==> src/rtl/fetch_unit.sv <==
// Fetch stage: owns the fetch PC, issues in-order imem requests and buffers responses in a prefetch FIFO.
// Optional build macro FETCH_PERF_EN adds saturating stall/flush/drop counters.
module fetch_unit #(
    parameter int          DEPTH    = 4,
    parameter int          MAX_OUT  = 2,
    parameter logic [31:0] RESET_PC = 32'h0
) (
    input  logic        clk,
    input  logic        reset,
    output logic        imem_req,
    output logic [31:0] imem_addr,
    input  logic        imem_gnt,
    input  logic        imem_rvalid,
    input  logic [31:0] imem_rdata,
    input  logic        redirect,
    input  logic [31:0] redirect_pc,
    output logic        if_valid,
    output logic [31:0] if_instr,
    output logic [31:0] if_pc,
    input  logic        id_ready
`ifdef FETCH_PERF_EN
    ,
    output logic [31:0] perf_stall,
    output logic [15:0] perf_flush,
    output logic [15:0] perf_drop
`endif
);

    // state | meaning
    // HOLD  | first cycle after reset, no requests issued
    // RUN   | normal fetching, responses go to the FIFO
    // DRAIN | fetching while stale in-flight responses are still being dropped
    typedef enum logic [1:0] {HOLD, RUN, DRAIN} state_t;

    localparam int PW = $clog2(DEPTH);
    localparam int CW = $clog2(DEPTH + MAX_OUT + 1);

    state_t          state, state_next;
    logic [31:0]     fetch_pc, resp_pc;
    logic [CW-1:0]   count, outstanding, discard, discard_next;
    logic [PW-1:0]   rd_ptr, wr_ptr;
    logic [31:0]     mem_instr [DEPTH];
    logic [31:0]     mem_pc    [DEPTH];

    logic rvalid_eff, push, pop, issue, drop;

    // A response with nothing outstanding (e.g. arriving after a reset) is ignored.
    assign rvalid_eff = imem_rvalid & (outstanding != '0);
    assign drop       = rvalid_eff & (redirect | (discard != '0));
    assign push       = rvalid_eff & ~redirect & (discard == '0);
    assign pop        = if_valid & id_ready & ~redirect;
    assign issue      = imem_req & imem_gnt;

    always_comb begin
        discard_next = discard;
        if (redirect)
            discard_next = outstanding - CW'(rvalid_eff);
        else if (rvalid_eff && discard != '0)
            discard_next = discard - CW'(1);
    end

    always_ff @(posedge clk) begin
        if (!reset) state <= HOLD;
        else        state <= state_next;
    end

    always_comb begin
        state_next = state;
        case (state)
            HOLD:    state_next = RUN;
            RUN:     if (redirect && discard_next != '0) state_next = DRAIN;
            DRAIN:   if (!redirect && discard == '0) state_next = RUN;
            default: state_next = HOLD;
        endcase
    end

    // Space is reserved for every word that will be kept, so a push can never overflow.
    always_comb begin
        imem_req  = (state != HOLD) & ~redirect
                    & ((count + outstanding - discard) < CW'(DEPTH))
                    & (outstanding < CW'(MAX_OUT));
        imem_addr = fetch_pc;
        if_valid  = (count != '0);
        if_instr  = if_valid ? mem_instr[rd_ptr] : 32'h0;
        if_pc     = if_valid ? mem_pc[rd_ptr]    : 32'h0;
    end

    always_ff @(posedge clk) begin
        if (!reset) begin
            fetch_pc    <= RESET_PC;
            resp_pc     <= RESET_PC;
            count       <= '0;
            outstanding <= '0;
            discard     <= '0;
            rd_ptr      <= '0;
            wr_ptr      <= '0;
        end else begin
            outstanding <= outstanding + CW'(issue) - CW'(rvalid_eff);
            discard     <= discard_next;
            if (redirect) begin
                fetch_pc <= redirect_pc & ~32'h3;
                resp_pc  <= redirect_pc & ~32'h3;
                count    <= '0;
                rd_ptr   <= '0;
                wr_ptr   <= '0;
            end else begin
                if (issue) fetch_pc <= fetch_pc + 32'd4;
                if (push) begin
                    resp_pc <= resp_pc + 32'd4;
                    wr_ptr  <= wr_ptr + PW'(1);
                end
                if (pop) rd_ptr <= rd_ptr + PW'(1);
                count <= count + CW'(push) - CW'(pop);
            end
        end
    end

    always_ff @(posedge clk) begin
        if (push) begin
            mem_instr[wr_ptr] <= imem_rdata;
            mem_pc[wr_ptr]    <= resp_pc;
        end
    end

`ifdef FETCH_PERF_EN
    always_ff @(posedge clk) begin
        if (!reset) begin
            perf_stall <= '0;
            perf_flush <= '0;
            perf_drop  <= '0;
        end else begin
            if (if_valid && !id_ready && perf_stall != '1) perf_stall <= perf_stall + 32'd1;
            if (redirect && perf_flush != '1)              perf_flush <= perf_flush + 16'd1;
            if (drop && perf_drop != '1)                   perf_drop  <= perf_drop + 16'd1;
        end
    end
`else
    logic unused_drop;
    assign unused_drop = drop;
`endif

endmodule
==> config.mk <==
export PLATFORM = sky130hd
export DESIGN_NAME = fetch_unit
export DESIGN_NICKNAME = d
export VERILOG_FILES = /design/src/rtl/fetch_unit.sv
export SDC_FILE = /design/constraint.sdc
export NUM_CORES = 1
export LEC_CHECK = 0
export CAP_MARGIN = 40
export CORE_MARGIN = 2
export CORE_UTILIZATION = 50
export CTS_BUF_LIST = sky130_fd_sc_hd__clkbuf_16
export CTS_CLUSTER_SIZE = 16
export DETAILED_ROUTE_END_ITERATION = 6
export GPL_ROUTABILITY_DRIVEN = 0
export GPL_TIMING_DRIVEN = 0
export PLACE_DENSITY = 0.73
export REMOVE_ABC_BUFFERS = 1
export SETUP_SLACK_MARGIN = 0.4
export SYNTH_ARGS = -nofsm -noshare
export SYNTH_HDL_FRONTEND = slang
export SYNTH_SLANG_ARGS = --single-unit
==> constraint.sdc <==
create_clock -name clk -period 5.4 [get_ports clk]
set_clock_uncertainty 0.2 [all_clocks]
set_input_delay 1.08 -clock clk [delete_from_list [all_inputs] [get_ports clk]]
set_output_delay 1.08 -clock clk [all_outputs]
set_load 0.02 [all_outputs]
==> results.md, run 1 <==
* Run status: finished, final reports clean
* Startpoint of the most critical hold path: wr_ptr[1]
* Share of the core filled with cells at 63.3%
* Primary flip-flop cell chosen by synthesis mapping: sky130_fd_sc_hd__edfxtp_1
* CTS H-Tree Depth at 2
* Routed len/inst at a little over 20 um
* Clock group share of total power at about two fifths
* Worst-case reg-to-reg path depth at 13
* Distinct cells, synth at 67
* First-pass DRT Iterations at 5
* FILL cells at between 1500 and 2000
* Hold violation total from the final report at 0
* Critical Path Source Type: flop
* Largest stage delay on the critical path at around 0.57 ns
* Remaining routing DRC violations at 0
* Ranking of synthesized cells by instance count: 248 x sky130_fd_sc_hd__edfxtp_1, 77 x sky130_fd_sc_hd__dfxtp_1, 64 x sky130_fd_sc_hd__nor2b_1, 62 x sky130_fd_sc_hd__mux4_2, 52 x sky130_fd_sc_hd__nand2_1
* Wire length of the first global-routing pass at ~47000 um
* Post-route fraction of the period consumed by the critical path at a little under 90%
* Total negative slack for setup checks at 0 ns
* Synthesis-to-finish area growth at 24.0%
* Count of flip-flops with a built-in enable after synthesis at between 200 and 250
* Vias in the first global route at between 8000 and 9000
* Pint at 4550 uW
* Final-stage net count at roughly 1200
* Layout cell share with drive strength beyond 1 at approximately 14%
* Number of nets still failing antenna checks after routing at 0
* Worst hold path class: reg2reg
* Dominant cells by area after synthesis: sky130_fd_sc_hd__edfxtp_1 54%, sky130_fd_sc_hd__dfxtp_1 11%, sky130_fd_sc_hd__mux4_2 10%, sky130_fd_sc_hd__nor2b_1 2.9%, sky130_fd_sc_hd__ha_1 1.5%
* Reg2reg setup slack at ~1.3 ns
* Chip Width at 170 um
* Core region area at between 20000 and 30000 um2
* End point of the worst hold path: wr_ptr[1]
* Fmax at 214 MHz
* Clock insertion delay at the later pin of the skew report at 0.51 ns
* Min cycle time layout at about 4.7 ns
* Total vias in the final route at approximately 8600
* LEAKAGE at 0.00551 uW
* Hold Path Stages at 2
* Clock transition at the registers of the reported paths at about 0.05 ns
* Power Density at 356 nW/um2
* Post-synth top area share at a little over half
* Max VDD drop at approximately 0.00022 V
* Post-synthesis cell count at approximately 930
* Count of pins on the block boundary at approximately 170
* Share of the yosys chip area belonging to registers at between 60% and 70%
* Max capacitance violation total at 0
* CP required at slightly above 4 ns
* Cell-by-cell trace of the critical path: inv_1 > fa_1 > inv_1 > ha_1 > a31oi_2 > xor2_4 > nor2_1 > clkdlybuf4s50_1
* Number of buffers created by CTS at 35
* Post-route cell area at 17100 um2
* Actual transition at the worst max-transition pin at around 0.94 ns
* Power spent charging and discharging nets at roughly 1500 uW
* Grt total ovfl at 0
* Critical-path top delay cell: sky130_fd_sc_hd__clkdlybuf4s50_1
* Worst Path Max Fanout at 15
* Area occupied by multi-input gates at 4500 um2
* Area of the die at 28900 um2
* Post-Syn Area per Cell at 14.8 um2
* Warnings, synthesis at 0
* Most used cell along the critical path: sky130_fd_sc_hd__inv_1
* Initial Util at approximately half
* Final hold slack at 0.312 ns
* Dpl cell area at about 16000 um2
* Clock root buffer: sky130_fd_sc_hd__clkbuf_16
* Num rows at 60
* Relative max-transition margin at a little under two fifths
* Final HPWL DP at around 20000 um
* Port bufs at about 160
* Buffer levels on the longest clock path at 3
* Final wirelength at 30300 um
* Sinks on the clock net at 325
* Vias per cell at about 5.9
* Critical path class: reg2out
* Area occupied by registers at about 9000 um2
* CTS tree: yes
* Yosys top cell by area: sky130_fd_sc_hd__edfxtp_1
* Hold Buf Count CTS at 0
* Number of endpoints failing setup at the final stage at 0
* Number of antenna violations at the first check in global routing at 1
* Die Span Y at roughly 170 um
* Capturing point of the worst reg2reg path: outstanding[1]
* Most common cell in the synthesized netlist: sky130_fd_sc_hd__edfxtp_1
* Drt first-iter violations at 584
* Critical path buffers and inverters at 3
* Unrepaired setup endpoints after global routing: no
* All-Layer GR Usage at 21.1%
* Post-synth ARST share at 0%
* Sequential group share of total power at between 40% and 50%
* Final max-slew violation count at 0
* Comb pwr share at between 10 and 15%
* Sw Share at between 20% and 30%
* Crit path arrival time at roughly 3.4 ns
* Source of the worst register-to-register timing path: count[1]
* Netlist area before placement at roughly 14000 um2
* Largest delay share family, worst path: adder cells
* Maximum number of pins on one net before global-route repair at 59
* Setup repair bufs after CTS at 0
* Endpoint kind of the worst setup timing path: output pin
* Flops & latches, synth at roughly 330
==> timing repair <==
item / 4_1_cts / 5_1_grt
hold endpoints to repair: 0 / 0
resized for setup: 0 / 2
endpoints found under the setup margin: 0 / 1
==> cells by family (layout without fill, tap and decap cells) <==
logic type	Yosys count	after routing	synth area share, %
buf+inv	80	273	2.50
xor+xnor	26	26	1.76
simple gates	266	266	11.0
flops	325	325	65.2
compound gates	148	148	7.05
fa+ha+maj	20	20	1.98
mux	66	66	10.4
other cells	1	5	0.0272
==> cell type report <==
cell class,count,share of cell area (%)
antenna,1,0.0146
clock buffer,37,5.41
clock inverter,27,1.27
inverter,30,0.658
multi-input combinational,530,26.3
sequential,325,52.6
tap,341,2.49
timing repair buffer,179,11.2
==> stage by stage <==
stage | power (uW) | setup slack (ns) | instances
final | 6090 | 0.721 | 1470
after global routing | 6310 | 0.523 | 1469
after CTS | 6110 | 0.447 | 1469
after detailed placement | 3770 | 0.305 | 1405
after global placement | 3740 | -4.08 | 1387
after floorplan | 3420 | -0.794 | 885
==> how the worst max path moves through the flow <==
stage | start | endpoint | slack [ns] | cells after the start
4_1_cts | count[1] | imem_req | 0.45 | 8
3_5_place_dp | redirect | outstanding[1] | 0.30 | 12
5_1_grt | count[1] | imem_req | 0.52 | 8
2_1_floorplan | count[2] | count[2] | -0.79 | 10
6_report | count[1] | imem_req | 0.72 | 8
3_3_place_gp | count[0] | count[2] | -4.08 | 10
==> worst reg2reg max path, delay by kind of cell (launching register included) <==
| kind | cells | cell delay, ns |
|---|---|---|
| xor+xnor | 1 | 0.49 |
| flops | 1 | 0.37 |
| simple gates | 2 | 0.35 |
| buf+inv | 4 | 0.51 |
| compound gates | 1 | 0.35 |
| fa+ha+maj | 5 | 1.68 |
==> state kept, by name, summed over array words and instances (netlist names), named ones only <==
name,flops
rd_ptr,2
discard,3
state,2
mem_instr,128
mem_pc,120
count,3
wr_ptr,2
outstanding,3
resp_pc,30
imem_addr,30
==> placed cells by master, fill, tap and decap left out, types with 4 or more instances in the layout <==
cell                                n
sky130_fd_sc_hd__ha_1              17
sky130_fd_sc_hd__nand4_1           12
sky130_fd_sc_hd__o31a_1             8
sky130_fd_sc_hd__o211ai_1           7
sky130_fd_sc_hd__or3_1              7
sky130_fd_sc_hd__a31oi_1           20
sky130_fd_sc_hd__nand3_1           18
sky130_fd_sc_hd__a21oi_1           40
sky130_fd_sc_hd__a211oi_1           8
sky130_fd_sc_hd__nor2b_1           64
sky130_fd_sc_hd__o311ai_0           4
sky130_fd_sc_hd__o21a_1             7
sky130_fd_sc_hd__xnor2_1           22
sky130_fd_sc_hd__and2_1            10
sky130_fd_sc_hd__conb_1             4
sky130_fd_sc_hd__dfxtp_1           75
sky130_fd_sc_hd__mux4_2            62
sky130_fd_sc_hd__edfxtp_1         248
sky130_fd_sc_hd__inv_1             30
sky130_fd_sc_hd__and2_4             4
sky130_fd_sc_hd__and4_1             9
sky130_fd_sc_hd__o21ai_0           27
sky130_fd_sc_hd__inv_2              5
sky130_fd_sc_hd__nor2_1            31
sky130_fd_sc_hd__clkinv_1           8
sky130_fd_sc_hd__clkbuf_16         37
sky130_fd_sc_hd__clkinv_2           6
sky130_fd_sc_hd__and3_1            15
sky130_fd_sc_hd__buf_6              4
sky130_fd_sc_hd__nor4_1             7
sky130_fd_sc_hd__buf_16             8
sky130_fd_sc_hd__o311a_1            6
sky130_fd_sc_hd__nand2_1           52
sky130_fd_sc_hd__buf_4              4
sky130_fd_sc_hd__nor3_1            14
sky130_fd_sc_hd__clkdlybuf4s50_1  160
==> layer usage <==
| layer | part of all wire (%) | GRT usage, % |
|---|---|---|
| met5 | 0 | 0 |
| met4 | 2.0 | 5.83 |
| met3 | 6.6 | 3.91 |
| met2 | 49 | 35.2 |
| met1 | 43 | 28.7 |
==> power groups by stage <==
stage	clock network, uW	registers (uW)	logic (uW)
2_1_floorplan	0	2930	498
3_3_place_gp	0	2930	810
3_5_place_dp	0	2930	847
4_1_cts	2380	2870	853
5_1_grt	2470	2890	954
6_report	2340	2870	877
No activity file was read; power rests on OpenSTA's default activity.
==> inputs of run 2 (changes only) <==
--- a/config.mk
+++ b/config.mk
@@ -5,6 +5,7 @@
 export SDC_FILE = /design/constraint.sdc
 export NUM_CORES = 1
 export LEC_CHECK = 0
+export ABC_AREA = 1
 export CAP_MARGIN = 40
 export CORE_MARGIN = 2
 export CORE_UTILIZATION = 50
@@ -13,9 +14,10 @@
 export DETAILED_ROUTE_END_ITERATION = 6
 export GPL_ROUTABILITY_DRIVEN = 0
 export GPL_TIMING_DRIVEN = 0
-export PLACE_DENSITY = 0.73
+export PLACE_DENSITY = 0.72
 export REMOVE_ABC_BUFFERS = 1
 export SETUP_SLACK_MARGIN = 0.4
+export SKIP_CTS_REPAIR_TIMING = 1
 export SYNTH_ARGS = -nofsm -noshare
 export SYNTH_HDL_FRONTEND = slang
 export SYNTH_SLANG_ARGS = --single-unit
==> run 2 against run 1 <==
  * Largest cell class unchanged
  * Count of clock-buffer cells in the layout decreased by 2
  * Largest power group unchanged
  * Power decreased by 2.8%
  * Clock power decreased by 5%
  * Synthesized cell count increased by 74%
  * First-iteration DRC count increased by 73%
  * Critical endpoint is now if_pc[20]
  * Via count increased by 36%
  * Sequential cell count unchanged
  * Highest routed layer unchanged
==> results.md, run 2 <==
* Post-Place Cells at 2116 (+51%)
* Number of endpoints failing setup at the final stage at 0 (unchanged)
* Source of the worst register-to-register timing path: count[1]
* CP required at 4.12 ns (about the same)
* Number of nets still failing antenna checks after routing at 0 (unchanged)
* Run status: finished, final reports clean
* Cell-by-cell trace of the critical path: inv_2 > buf_12 > nor2_1 > o21ai_0 > a21oi_1 > clkdlybuf4s50_1
* CTS tree: yes
* Post-route cell area at 18200 um2 (+6.4%)
* Worst-case reg-to-reg path depth at 15 (+2)
* All-Layer GR Usage at 22.6% (+1.5 points)
* Wire length of the first global-routing pass at 55600 um (+18%)
* Post-synth top area share at 50.2% (-3.8 points)
* FILL cells at 2363 (+21%)
* Unrepaired setup endpoints after global routing: no
* Largest delay share family, worst path: buffers and inverters
* Power Density at 325 nW/um2 (-8.7%)
* Post-synthesis cell count at 1622 (+74%)
* Min cycle time layout at 4.59 ns (-0.0937 ns)
* Critical-path top delay cell: sky130_fd_sc_hd__dfxtp_4
* Buffer levels on the longest clock path at 3 (unchanged)
* Layout cell share with drive strength beyond 1 at 5.09% (-9.0 points)
* Maximum number of pins on one net before global-route repair at 73 (+24%)
* Dpl cell area at 17100 um2 (+7.4%)
* Antenna Cells at 0 (-1)
* Core region area at 29400 um2 (+8.8%)
* Critical Path Source Type: flop
* Yosys top cell by area: sky130_fd_sc_hd__edfxtp_1
* Share of the synthesized netlist area taken by xor and xnor gates at 1.42% (-0.34 points)
* Max reg flops at 128 (unchanged)
* Count of pins on the block boundary at 168 (unchanged)
* CTS H-Tree Depth at 2 (unchanged)
* Port bufs at 161 (unchanged)
* Initial Util at 50.5% (-0.53 points)
* Netlist area before placement at 14800 um2 (+7.7%)
* Final max-slew violation count at 0 (unchanged)
* Worst Path Max Fanout at 63 (+48)
* Critical path class: reg2out
* Actual transition at the worst max-transition pin at 0.918 ns (-0.0205 ns)
* Final wirelength at 35800 um (+18%)
* Clock transition at the registers of the reported paths at 0.06 ns (about the same)
* Number of antenna violations at the first check in global routing at 0 (-1)
* Post-route fraction of the period consumed by the critical path at 84.9% (-1.7 points)
* LEAKAGE at 0.00663 uW (+20%)
* Most common cell in the synthesized netlist: sky130_fd_sc_hd__nor2_1
* Fmax at 218 MHz (+2.0%)
* Capturing point of the worst reg2reg path: outstanding[2]
* Number of buffers created by CTS at 34 (-2.9%)
* Remaining routing DRC violations at 0 (unchanged)
* Clock root buffer: sky130_fd_sc_hd__clkbuf_16
* Total vias in the final route at 11720 (+36%)
* Final HPWL DP at 22900 um (+17%)
* Biggest registers after layout: mem_instr (128), mem_pc (120)
* Most used cells in the layout excluding fill and tap cells: 336 x sky130_fd_sc_hd__nor2_1, 307 x sky130_fd_sc_hd__nand2_1, 248 x sky130_fd_sc_hd__edfxtp_1, 167 x sky130_fd_sc_hd__o21ai_0, 160 x sky130_fd_sc_hd__clkdlybuf4s50_1
* Dominant cells by area after synthesis: sky130_fd_sc_hd__edfxtp_1 50%, sky130_fd_sc_hd__dfxtp_1 10%, sky130_fd_sc_hd__nor2_1 8.6%, sky130_fd_sc_hd__nand2_1 7.8%, sky130_fd_sc_hd__o21ai_0 5.6%
* Endpoint kind of the worst setup timing path: output pin
* Flops & latches, synth at 325 (unchanged)
* Grt total ovfl at 0 (unchanged)
* Max capacitance violation total at 0 (unchanged)
* Distinct cells, synth at 35 (-48%)
* Fin cells at 2177 (+48%)
* Vias in the first global route at 10930 (+29%)
* Num rows at 63 (+5.0%)
* Warnings, synthesis at 0 (unchanged)
* Setup slack after placement at 1.20 ns (+0.899 ns)
* Clock insertion delay at the later pin of the skew report at 0.50 ns (about the same)
* Post-synth ARST share at 0% (unchanged)
* Simple logic cell fraction of the synthesized area at 20.5% (+9.5 points)
* Largest stage delay on the critical path at 0.90 ns (+0.33 ns)
* Chip Width at 176 um (+3.7%)
* Count of flip-flops with a built-in enable after synthesis at 248 (unchanged)
* Share of the yosys chip area belonging to registers at 60.6% (-4.6 points)
* First-pass DRT Iterations at 6 (+1)
* Sinks on the clock net at 325 (unchanged)
* Most common cell after layout, fill and taps aside: sky130_fd_sc_hd__nor2_1
* Critical path buffers and inverters at 3 (unchanged)
* Die Span Y at 176 um (+3.7%)
* Max VDD drop at 0.000202 V (-6.2%)
* Synth Area in Adders at 1.84% (-0.14 points)
* Post-Syn Area per Cell at 9.15 um2 (-38%)
* Routed len/inst at 16.4 um (-20%)
* Worst hold path class: reg2reg
* Vias per cell at 5.38 (-8.1%)
* Reg2reg setup slack at 1.84 ns (+0.50 ns)
* Main combinational cell family by area after synthesis: simple AND/OR/NAND/NOR gates
* Relative max-transition margin at 38.6% (+1.2 points)
* Setup WS post-layout at 0.815 ns (+0.0937 ns)
* End point of the worst hold path: state[1]
* Final-stage net count at 1852 (+55%)
* Register bank with the most flops: mem_instr
* Hold Path Stages at 1 (-1)
* Drt first-iter violations at 1010 (+73%)
* Total negative slack for setup checks at 0 ns (unchanged)
* Primary flip-flop cell chosen by synthesis mapping: sky130_fd_sc_hd__edfxtp_1
* Area of the die at 31100 um2 (+7.5%)
* Compound-cell area share of the yosys netlist at 10.5% (+3.4 points)
* Portion of netlist area occupied by mux cells at 0% (-10 points)
* Crit path arrival time at 3.31 ns (-0.09 ns)
* Hold violation total from the final report at 0 (unchanged)
* Startpoint of the most critical hold path: state[0]
* Ranking of synthesized cells by instance count: 340 x sky130_fd_sc_hd__nor2_1, 307 x sky130_fd_sc_hd__nand2_1, 248 x sky130_fd_sc_hd__edfxtp_1, 167 x sky130_fd_sc_hd__o21ai_0, 120 x sky130_fd_sc_hd__a21oi_1
* Share of the core filled with cells at 61.9% (-1.4 points)
* Synthesis-to-finish area growth at 22.6%
-- run 2: cell type report --
class	count	area (um2)	area share, %
tap	390	488	2.68
timing repair buffer	181	2080	11.4
inverter	112	424	2.33
clock buffer	35	876	4.81
clock inverter	26	205	1.13
sequential	325	9000	49.4
multi-input combinational	1108	5130	28.2
-- run 2: where the power goes --
| group | switching (uW) | total [uW] | internal [uW] |
|---|---|---|---|
| clock | 907 | 2230 | 1320 |
| combinational | 475 | 797 | 322 |
| sequential | 89.2 | 2900 | 2810 |
-- run 2: worst max path at each step --
stage	startpoint	endpoint	slack (ns)	depth (start not counted)
2_1_floorplan	flop	if_pc[30]	0.008	3
3_3_place_gp	redirect	mem_instr[0][2]	-3.68	4
3_5_place_dp	redirect	imem_req	1.20	6
4_1_cts	flop	if_pc[20]	0.70	6
5_1_grt	flop	if_pc[25]	0.64	6
6_report	flop	if_pc[20]	0.81	6
-- run 2: stage by stage --
stage / power, uW / hold WS [ns]
after floorplan: 3390 / 0.207
after global placement: 3680 / 0.213
final: 5920 / 0.229
after global routing: 6170 / 0.236
after detailed placement: 3740 / 0.221
after CTS: 5960 / 0.230
-- run 2: logic make-up (layout without fill, tap and decap cells) --
| kind of cell | count (synthesis) | after routing |
|---|---|---|
| AOI/OAI and AO/OA | 305 | 305 |
| buffers and inverters | 192 | 354 |
| adders and majority gates | 20 | 20 |
| other | 1 | 4 |
| xor gates and xnor gates | 24 | 24 |
| and+or+nand+nor | 755 | 755 |
| DFF | 325 | 325 |
-- run 2: routing by layer --
metal  up-vias  GRT usage, %  wire length (um)  part of all wire, %
li1       5732             -                 -                    -
met1      5501          31.1             15400                   43
met2       430          37.7             17100                   48
met5         -             0                 0                    0
met4         0          5.79               635                  1.8
met3        57          3.70              2720                  7.6
==> inputs of run 3 (changes only) <==
==> constraint.sdc (replaced) <==
create_clock -name clk -period 4.35 [get_ports clk]
set_clock_uncertainty 0.2 [all_clocks]
set_input_delay 0.87 -clock clk [delete_from_list [all_inputs] [get_ports clk]]
set_output_delay 0.87 -clock clk [all_outputs]
set_load 0.02 [all_outputs]
==> run 3 against run 2 <==
  * The run now ends with design-rule violations left
  * Combinational power grew 24%
  * First-iteration DRC count grew 8.2%
  * Count of clock-buffer cells in the layout is the same
  * Global-route usage is the same
  * Via count shrank 0.10%
  * Critical path depth is the same
  * Hold slack is essentially flat
  * Non-clock buffer count grew 3
  * Setup slack lost 0.20 ns
  * Largest cell class unchanged
==> results.md, run 3 (synthesis gave the netlist of run 2 again) <==
* First-pass DRT Iterations at 7 (+1)
* Antenna Cells at 0 (unchanged)
* Layout cell share with drive strength beyond 1 at 5.25% (+0.16 points)
* Number of nets still failing antenna checks after routing at 0 (unchanged)
* Number of antenna violations at the first check in global routing at 0 (unchanged)
* CP required at 3.28 ns (-0.84 ns)
* Most used cells in the layout excluding fill and tap cells: 336 x sky130_fd_sc_hd__nor2_1, 307 x sky130_fd_sc_hd__nand2_1, 248 x sky130_fd_sc_hd__edfxtp_1, 167 x sky130_fd_sc_hd__o21ai_0, 159 x sky130_fd_sc_hd__clkdlybuf4s50_1
* Initial Util at 50.5% (unchanged)
* Final HPWL DP at 22900 um (unchanged)
* LEAKAGE at 0.00668 uW (+0.71%)
* Number of buffers created by CTS at 34 (unchanged)
* Post-Place Cells at 2116 (unchanged)
* Total vias in the final route at 11708 (-0.10%)
* Number of endpoints failing setup at the final stage at 0 (unchanged)
* Worst Path Max Fanout at 64 (+1.6%)
* Worst hold path class: reg2reg
* Final max-slew violation count at 0 (unchanged)
* Largest stage delay on the critical path at 0.65 ns (-0.25 ns)
* Critical path class: reg2out
* Critical Path Source Type: flop
* Fmax at about 270 MHz
* Design Power at 7350 uW (+24%)
* Biggest registers after layout: mem_instr (128), mem_pc (120)
* Actual transition at the worst max-transition pin at 0.924 ns (+0.00560 ns)
* Clock insertion delay at the later pin of the skew report at 0.50 ns (about the same)
* Relative max-transition margin at 38.2% (-0.37 points)
* Dpl cell area at 17100 um2 (unchanged)
* Count of pins on the block boundary at 168 (unchanged)
* Max reg flops at 128 (unchanged)
* Final-stage net count at 1855 (+0.16%)
* Setup slack after placement at 0.391 ns (-0.813 ns)
* All-Layer GR Usage at 22.6% (unchanged)
* Synthesis-to-finish area growth at 23.1%
* Grt total ovfl at 0 (unchanged)
* Max VDD drop at 0.000251 V (+25%)
* CTS H-Tree Depth at 2 (unchanged)
* Post-route cell area at 18300 um2 (+0.41%)
* Max capacitance violation total at 0 (unchanged)
* Most used cell along the critical path: sky130_fd_sc_hd__nor2_1
* Share of the core filled with cells at 62.2% (+0.26 points)
* Chip Width at 176 um (unchanged)
* Sinks on the clock net at 325 (unchanged)
* Endpoint kind of the worst setup timing path: output pin
* Largest delay share family, worst path: buffers and inverters
* Crit path arrival time at 2.67 ns (-0.64 ns)
* Critical path buffers and inverters at 2 (-1)
* Min cycle time layout at 3.74 ns
* Critical-path top delay cell: sky130_fd_sc_hd__clkdlybuf4s50_1
* Clock transition at the registers of the reported paths at 0.06 ns (about the same)
* Buffer levels on the longest clock path at 3 (unchanged)
* Violations in the final reports: design-rule violations
* Cell-by-cell trace of the critical path: buf_16 > nor2_1 > nor2_1 > o21ai_0 > a21oi_1 > clkdlybuf4s50_1
* Register bank with the most flops: mem_instr
* Power Density at 402 nW/um2 (+24%)
* Area of the die at 31100 um2 (unchanged)
* FILL cells at 2353 (-0.42%)
* Wire length of the first global-routing pass at 55600 um (unchanged)
* Port bufs at 161 (unchanged)
* CTS tree: yes
* Final wirelength at 36300 um (+1.3%)
* Post-route fraction of the period consumed by the critical path at 85.9%
* Drt first-iter violations at 1093 (+8.2%)
* Most common cell after layout, fill and taps aside: sky130_fd_sc_hd__nor2_1
* Num rows at 63 (unchanged)
* Clock root buffer: sky130_fd_sc_hd__clkbuf_16
* Die Span Y at 176 um (unchanged)
* Setup WS post-layout at 0.615 ns (-0.200 ns)
* Vias per cell at 5.37 (-0.24%)
* Fin cells at 2180 (+0.14%)
* Maximum number of pins on one net before global-route repair at 73 (unchanged)
* Run status: complete, but fails checks
* Unrepaired setup endpoints after global routing: no
* Vias in the first global route at 10930 (unchanged)
* Remaining routing DRC violations at 1 (+1)
* Routed len/inst at 16.6 um (+1.1%)
* Core region area at 29400 um2 (unchanged)
* Hold violation total from the final report at 0 (unchanged)
[run 3: cell count changes in the layout (fill, tap and decap cells not counted)]
cell                              previous run  this run
sky130_fd_sc_hd__inv_6                       1         2
sky130_fd_sc_hd__inv_2                       3         2
sky130_fd_sc_hd__clkdlybuf4s50_1           160       159
sky130_fd_sc_hd__buf_16                     11        12
sky130_fd_sc_hd__dlymetal6s2s_1              0         1
sky130_fd_sc_hd__buf_12                      7         9
[run 3: final timing paths]
| check | startpoint | endpoint | slack [ns] | cells after the start |
|---|---|---|---|---|
| max | flop | if_pc[20] | 0.61 | 6 |
| min reg2reg | state[0] | state[1] | 0.23 | 1 |
| max reg2reg | count[1] | outstanding[2] | 0.80 | 15 |
| min | state[0] | state[1] | 0.23 | 1 |
[run 3: stage by stage]
stage	hold WS, ns	setup TNS (ns)
2_1_floorplan	0.207	-155.30
3_3_place_gp	0.213	-1469.10
3_5_place_dp	0.221	0
4_1_cts	0.230	-0.563
5_1_grt	0.236	0
6_report	0.229	0
[run 3: where the power goes]
part | switching, uW | internal, uW
clock | 1130 | 1640
combinational | 591 | 400
sequential | 110 | 3480
total | 1830 | 5530
[run 3: per-layer routing]
metal | share of wire (%) | routed length [um] | GRT usage [%]
met1 | 42 | 15300 | 31.1
met2 | 48 | 17300 | 37.7
met3 | 8.2 | 2960 | 3.70
met4 | 1.7 | 626 | 5.79
met5 | 0 | 0 | 0
[run 3: layout make-up]
| type | instances | area (um2) | share of cell area, % |
|---|---|---|---|
| Clock inverter | 26 | 205 | 1.12 |
| Sequential cell | 325 | 9000 | 49.2 |
| Inverter | 112 | 429 | 2.35 |
| Tap cell | 390 | 488 | 2.67 |
| Multi-Input combinational cell | 1108 | 5130 | 28.1 |
| Timing Repair Buffer | 184 | 2150 | 11.8 |
| Clock buffer | 35 | 876 | 4.79 |
